`src/rtl/req_encoder_4x2_pkg.sv`:
```
// Shared constants, FSM encoding and helpers for the 4-line request encoder.
package req_encoder_4x2_pkg;

   localparam int N = 4;
   localparam int W = 2;

   typedef enum logic {
      IDLE    = 1'b0,
      PRESENT = 1'b1
   } state_t;

   function automatic logic [N-1:0] onehot(input logic [W-1:0] idx);
      logic [N-1:0] mask;
      mask      = '0;
      mask[idx] = 1'b1;
      return mask;
   endfunction

endpackage

```
`src/rtl/req_encoder_4x2_if.sv`:
```
// Request/index handshake bundle; master drives requests and ready, slave is the encoder.
interface req_encoder_4x2_if;
   import req_encoder_4x2_pkg::*;

   logic [N-1:0] D;
   logic [W-1:0] A;
   logic         valid;
   logic         ready;
   logic [N-1:0] pending;
   logic         overrun;

   modport master (
      output D, ready,
      input  A, valid, pending, overrun
   );

   modport slave (
      input  D, ready,
      output A, valid, pending, overrun
   );

endinterface

```
`src/rtl/req_encoder_4x2_rr_select.sv`:
```
// Combinational round-robin pick: first set pending bit at or above rr_ptr, wrapping.
module rr_select_4
   import req_encoder_4x2_pkg::*;
(
   input  logic [N-1:0] pending,
   input  logic [W-1:0] rr_ptr,
   output logic [W-1:0] idx,
   output logic         any
);

   logic [W-1:0] cand [N];

   for (genvar g = 0; g < N; g++) begin : g_cand
      assign cand[g] = rr_ptr + W'(g);
   end

   // Scan from the farthest candidate down so the nearest one to rr_ptr is written last.
   always_comb begin
      idx = '0;
      any = 1'b0;
      for (int i = N-1; i >= 0; i--) begin
         if (pending[cand[i]]) begin
            idx = cand[i];
            any = 1'b1;
         end
      end
   end

endmodule

```
`src/rtl/req_encoder_4x2.sv`:
```
// Captures rising edges on 4 request lines and serves them round-robin as a 2-bit index.
module req_encoder_4x2
   import req_encoder_4x2_pkg::*;
(
   input  logic              clk,
   input  logic              rst,
   req_encoder_4x2_if.slave  bus
);

   state_t       state, state_next;
   logic [N-1:0] d_d;
   logic [N-1:0] pend_flags;
   logic [N-1:0] pend_next;
   logic [N-1:0] rise;
   logic [N-1:0] clear_mask;
   logic [W-1:0] a_reg, a_next;
   logic         valid_reg, valid_next;
   logic         overrun_reg;
   logic [W-1:0] rr_ptr, rr_next;
   logic [W-1:0] sel_idx;
   logic         sel_any;

   rr_select_4 u_sel (
      .pending (pend_flags),
      .rr_ptr  (rr_ptr),
      .idx     (sel_idx),
      .any     (sel_any)
   );

   assign rise      = bus.D & ~d_d;
   // A new rise on the line being accepted re-arms it, since it is OR'd after the clear.
   assign pend_next = (pend_flags & ~clear_mask) | rise;

   always_comb begin
      state_next = state;
      a_next     = a_reg;
      valid_next = valid_reg;
      rr_next    = rr_ptr;
      clear_mask = '0;
      case (state)
         IDLE: begin
            valid_next = 1'b0;
            if (sel_any) begin
               a_next     = sel_idx;
               valid_next = 1'b1;
               state_next = PRESENT;
            end
         end
         PRESENT: begin
            if (valid_reg && bus.ready) begin
               clear_mask = onehot(a_reg);
               valid_next = 1'b0;
               rr_next    = a_reg + W'(1);
               state_next = IDLE;
            end
         end
         default: state_next = IDLE;
      endcase
   end

   always_ff @(posedge clk) begin
      // Sampling D on reset keeps a line held high through reset from looking like an edge.
      d_d <= bus.D;
      if (rst) begin
         state       <= IDLE;
         pend_flags  <= '0;
         a_reg       <= '0;
         valid_reg   <= 1'b0;
         overrun_reg <= 1'b0;
         rr_ptr      <= '0;
      end else begin
         state       <= state_next;
         pend_flags  <= pend_next;
         a_reg       <= a_next;
         valid_reg   <= valid_next;
         overrun_reg <= |(rise & pend_flags & ~clear_mask);
         rr_ptr      <= rr_next;
      end
   end

   assign bus.A       = a_reg;
   assign bus.valid   = valid_reg;
   assign bus.pending = pend_flags;
   assign bus.overrun = overrun_reg;

endmodule

```
`src/flat_wrapper.sv`:
```
// flat-port wrapper written by rule: the top's interface ports become plain ports
module req_encoder_4x2_flat import req_encoder_4x2_pkg::*;
  (clk, rst, bus_D, bus_ready, bus_A, bus_valid, bus_pending, bus_overrun);
  req_encoder_4x2_if bus_i ();
  input  logic clk;
  input  logic rst;
  input wire logic [$bits(bus_i.D)-1:0] bus_D;
  input wire logic [$bits(bus_i.ready)-1:0] bus_ready;
  output wire logic [$bits(bus_i.A)-1:0] bus_A;
  output wire logic [$bits(bus_i.valid)-1:0] bus_valid;
  output wire logic [$bits(bus_i.pending)-1:0] bus_pending;
  output wire logic [$bits(bus_i.overrun)-1:0] bus_overrun;
  assign bus_i.D = bus_D;
  assign bus_i.ready = bus_ready;
  assign bus_A = bus_i.A;
  assign bus_valid = bus_i.valid;
  assign bus_pending = bus_i.pending;
  assign bus_overrun = bus_i.overrun;
  req_encoder_4x2 u_core (.clk(clk), .rst(rst), .bus(bus_i));
endmodule
```
`config.mk`:
```
export PLATFORM = sky130hd
export DESIGN_NAME = req_encoder_4x2_flat
export DESIGN_NICKNAME = d
export VERILOG_FILES = /design/src/rtl/req_encoder_4x2_pkg.sv /design/src/rtl/req_encoder_4x2_if.sv /design/src/rtl/req_encoder_4x2_rr_select.sv /design/src/rtl/req_encoder_4x2.sv /design/src/flat_wrapper.sv
export SDC_FILE = /design/constraint.sdc
export NUM_CORES = 1
export LEC_CHECK = 0
export CORE_AREA = 2 2 55 57
export DETAILED_ROUTE_END_ITERATION = 10
export DIE_AREA = 0 0 57 59
export PLACE_DENSITY_LB_ADDON = 0.3
export SKIP_LAST_GASP = 1
export SYNTH_ARGS = -nofsm -noshare
export SYNTH_HDL_FRONTEND = slang
export SYNTH_SLANG_ARGS = --single-unit
```
`constraint.sdc`:
```
create_clock -name clk -period 1.2 [get_ports clk]
set_input_delay 0.3 -clock clk [delete_from_list [all_inputs] [get_ports clk]]
set_output_delay 0.3 -clock clk [all_outputs]
set_load 0.005 [all_outputs]
```
# Yosys cells after proc, flatten, opt, wreduce, memory -nomap -nowiden
# Index checks and enable logic that the tools add are counted.
# word_totals
register_bits,15
inputBits,7
out_inout_bits,8
word_cells,56
# op_classes
n_addsub,4
magnitude_cmp,6
eq_ne,1
n_mux,25
bitwise,8
reduce_logical,5
# ops
cell,count
$and A4 B4 Y4,4
$lt A2 B3 Y1 const B,5
$mux W1,12
$bmux W1 S2,4
$mux W2,4
$mux W4,2
$not A4 Y4,2
$add A2 B1 Y2 const B,2
$add A2 B2 Y2 const B,2
$or A4 B4 Y4,1
$pmux W1 S2,2
$reduce_and A2 Y1,2
$reduce_or A4 Y1,1
$demux W1 S2,1
$ge A2 B1 Y1 const B,1
$logic_and A1 B1 Y1,2
$ne A2 B2 Y1 const B,1
$not A1 Y1,1

# Depth between registers and ports, before layout
# depth
ltp_word,9
depth_mapped,6
mapped_depth_nobuf,6

# Cells and area by module
# From an unflattened synthesis, not the netlist that was laid out.
# unflattened
hier_cells,73
hier_area_um2,659.4
# by_module_without_submodules
module,n_inst,cells_per_inst,area_each_um2,seq_area_each_um2
req_encoder_4x2,1,60,581.8,300.3
rr_select_4,1,13,77.6,0.0

# Worst setup path before layout
# Ideal clock, no wire load.
# synth_path
path_kind,register -> register
startpoint,"register u_core.a_reg[0], in the netlist u_core.bus.A[0]"
endpoint,"register u_core.overrun_reg, in the netlist u_core.bus.overrun"
setup_ns,0.074
t_arrival_ns,1.073
required_time_ns,1.126
setup_slack_ns,0.052
path_stages_with_launch,7
n_path_buf,0
period_less_slack_ns,1.148
cell_sequence,dfxtp_1 -> inv_1 -> ha_1 -> inv_1 -> o21ai_1 -> o22a_1 -> a31oi_1
# synth_between
elab_chain_cells,9
word_cells_on_any_way,10
classes_between,order compare: 2; mux: 4; bitwise: 2; reduce/logical: 2
# synth_lines
item,line,rtl
"start, declared",req_encoder_4x2.sv:16,"logic [W-1:0] a_reg, a_next;"
"start signal, assigned",req_encoder_4x2.sv:74,a_reg <= a_next;
$lt A2 B3 Y1 (implied by the code) / $ge A2 B1 Y1 (equally long branches),req_encoder_4x2_pkg.sv:15,mask[idx] = 1'b1;
$logic_and A1 B1 Y1 (implied by the code),req_encoder_4x2_pkg.sv:15,
$mux W1 (implied by the code),req_encoder_4x2_pkg.sv:15,
$demux W1 S2 (*),-,
$mux W4 (*),req_encoder_4x2.sv:50,if (valid_reg && bus.ready) begin
$mux W4 (*),req_encoder_4x2.sv:40,case (state)
$not A4 Y4 (*),req_encoder_4x2.sv:76,overrun_reg <= |(rise & pend_flags & ~clear_mask);
$and A4 B4 Y4 (*),req_encoder_4x2.sv:76,
$reduce_or A4 Y1 (*),req_encoder_4x2.sv:76,
"end signal, assigned",req_encoder_4x2.sv:76,
"end, declared",req_encoder_4x2.sv:18,logic overrun_reg;
# Mark *: on every way between the ends. The rest lies on a longest branch, timed or not.
# A chain may end at the register's enable or synchronous reset.

# Worst setup path in the final report
# Ends and elaborated chain as after synthesis.

==> summary.txt <==
Synth
  • Syn Area/Cell: 9.41 um^2
  • Post-synth EDFFs: 0
  • Compound-Gate Fraction of Synth Area: 19.7%
  • Largest family of logic cells by synthesized area: simple AND/OR/NAND/NOR gates
  • Mux cell area share after synthesis: 1.50%
  • XOR/XNOR Fraction of Synth Area: 0%
  • Most common cell in the netlist: dfxtp_1
  • Area share of the largest cell type after synthesis: 44.9%
  • Yosys top cell by area: dfxtp_1
  • Synth Flop Type: dfxtp_1
  • Synth cell types: 26
  • Ys async rst share: 0%
  • Simple-Gate Fraction of Synth Area: 21.9%
  • Top post-synthesis cells by area: dfxtp_1 45%, a21oi_1 7.5%, ha_1 7.5%
  • Synthesized instance count: 71
  • Commonest cells post-synth: 15 x dfxtp_1, 10 x a21oi_1, 7 x inv_1
  • Post-synthesis adder-cell area fraction: 7.49%
  • YS warnings: 0
  • Mapped Area: 668 um^2
  • FF+latch count, synth: 15
  • Mapped Nets: 82
  • Seq/Total Area, Yosys: 44.9%

Final layout
  • Layout Cells excl Fill: 138
  • Layout filler cell count: 288
  • Diode count: 0
  • Multi-input gate area: 368 um^2
  • Share of layout cells above drive strength 1: 41.1%
  • Nets: 119
  • Finished Core Util: 39.4%
  • Storage cell area: 310 um^2
  • Area grow syn2layout: 59.9%
  • Fin area: 1070 um^2

Clock network
  • H-Tree Depth: 1
  • Worst-path clk slew: 90 ps
  • Root buf cell: clkbuf_4
  • TritonCTS Sinks: 15
  • TritonCTS Buffers: 3
  • Max Buffers Root-to-Sink: 2
  • Clk_lat worst skew: 280 ps
  • CTS tree: done

Floorplan
  • Full die area: 3360 um^2
  • Starting Density: 24.7%
  • Die height: 59 um
  • I/O pin total: 15
  • Std-Cell Rows: 19
  • Core ar.: 2710 um^2
  • Horiz. Die Dim: 57 um

Timing
  • RSZ-0062 raised after global routing: true
  • Worst-Margin Slew: 262 ps
  • Tmin final: 1220 ps
  • Setup Viol. Count Final: 1
  • Hold slack final: 430 ps
  • Slew Limit Fails: 0
  • Final count of hold timing violations: 0
  • Setup ws final: -21.4 ps
  • Fmax: 819 MHz
  • Fin Clk Skew: 3.95 ps
  • Worst-case headroom to the max-slew limit: 82.4%
  • Final period utilization: 102%

Worst setup path
  • CP Class: register to register
  • Crit path capture type: register
  • Crit path largest cell delay: 340 ps
  • Crit path arrival time: 1400 ps
  • Crit start category: register
  • Crit path cell chain: buf_6 > inv_1 > ha_1 > inv_1 > o21ai_1 > o22a_1 > a31oi_1
  • Worst path most repeated cell: inv_1
  • Crit path max fanout: 3
  • CP delay by family, top: compound AO/OA/AOI/OAI gates
  • CP Data Required Time: 1380 ps
  • Slowest cell on the critical path: dfxtp_2
  • Critical path buffers and inverters: 3

Routing
  • Highest metal used: met4
  • Wire length on met1: 717 um
  • Vias post-DR: 620
  • DRC Markers: 0
  • Met2 WL: 756 um
  • Iter 0 DRT Violations: 7
  • DR pass1 iterations: 4
  • Avg Vias per Cell: 4.49
  • Drt wl/cell: 11.5 um
  • Met3 Routed Length: 99 um
  • Detail Route Antenna Nets: 0
  • Total wire length: 1590 um

Global route
  • GR Overflow Total: 0
  • Total track usage: 9.62%
  • First-pass GRT wire length: 2440 um
  • Pin count of the biggest net entering global routing: 10
  • Vias in the first global route: 546
  • Initial antenna violation count: 0

Flow run
  • Number of max-cap violations: 0

Status
  • Status: finished, violations left
  • Failing checks: setup timing

Worst hold path
  • Hold WC Path Type: primary input to register

Place
  • Placed wire-length estimate: 1130 um
  • Placed cells: 128
  • GP Congestion: 0.839
  • DP Area: 941 um^2
  • Port Buffers: 14

Power and ir drop
  • VDD IR max: 1.25 mV
  • Total power per unit cell area: 1060 nW/um^2
  • Pleak: 0.455 nW
  • Overall power: 1.13 mW
==> tightest hold or removal path, cell delays in order <==
cell and delay (ps):
dlymetal6s2s_1 160, inv_1 70, a31oi_1 70, nor2_1 80
==> cell usage in the layout (no fill, tap or decap), types with 4 or more instances in the layout <==
master	synthesis	routed
clkdlybuf4s50_1	0	5
buf_4	0	15
dfxtp_1	15	7
inv_1	7	6
a21oi_1	10	8
buf_6	0	4
dlygate4sd2_1	0	4
nor2_1	5	5
dfxtp_2	0	8
==> final cells by class <==
type                    count  area share (%)
well taps                  31            3.63
clock buffers               3            2.11
multi-input cells          48            34.4
repair buffers             33            27.9
clock inverters             1           0.468
inverters                   7            2.46
flip-flops and latches     15            29.0
==> layer usage <==
layer / vias to the layer above / global-route usage (%)
li1: 319 / -
met1: 280 / 12.4
met2: 19 / 14.1
met3: 2 / 4.59
met4: 0 / 3.32
met5: - / 0
==> power by group <==
group	switching (mW)	internal, mW
logic	0.122	0.158
clock network	0.169	0.124
registers	0.0222	0.535
==> logic make-up after synthesis <==
family	count (synthesis)
flip-flops	15
AND/OR/NAND/NOR	22
adder cells (fa/ha/maj)	4
AO/OA/AOI/OAI	21
buffers and inverters	8
multiplexers	1
==> stage by stage <==
stage	setup slack, ps	setup TNS [ps]
detailed placement	-272	-1660
CTS	-231	-251
global route	-76.9	-270
global placement	-290	-1750
floorplan	52.1	0
finish	-21.4	-21.4
==> path summary, 6_finish.rpt <==
kind	startpoint	endpoint	slack [ps]	cells after the start
worst max-delay path	u_core.bus.A[0]	u_core.bus.overrun	-20	7
worst min-delay path	bus_ready	u_core.bus.valid	430	4
worst max register to register	u_core.bus.A[0]	u_core.bus.overrun	-20	7
worst min register to register	u_core.state	u_core.state	520	2
==> repair_timing <==
action	in CTS	in global routing
endpoints found under the setup margin	11	10
setup buffers	3	3
hold buffers	0	0
hold endpoints to repair	0	0
pin swaps	3	5
resized for setup	18	14
Note: power is estimated with default switching activity, not from simulation.
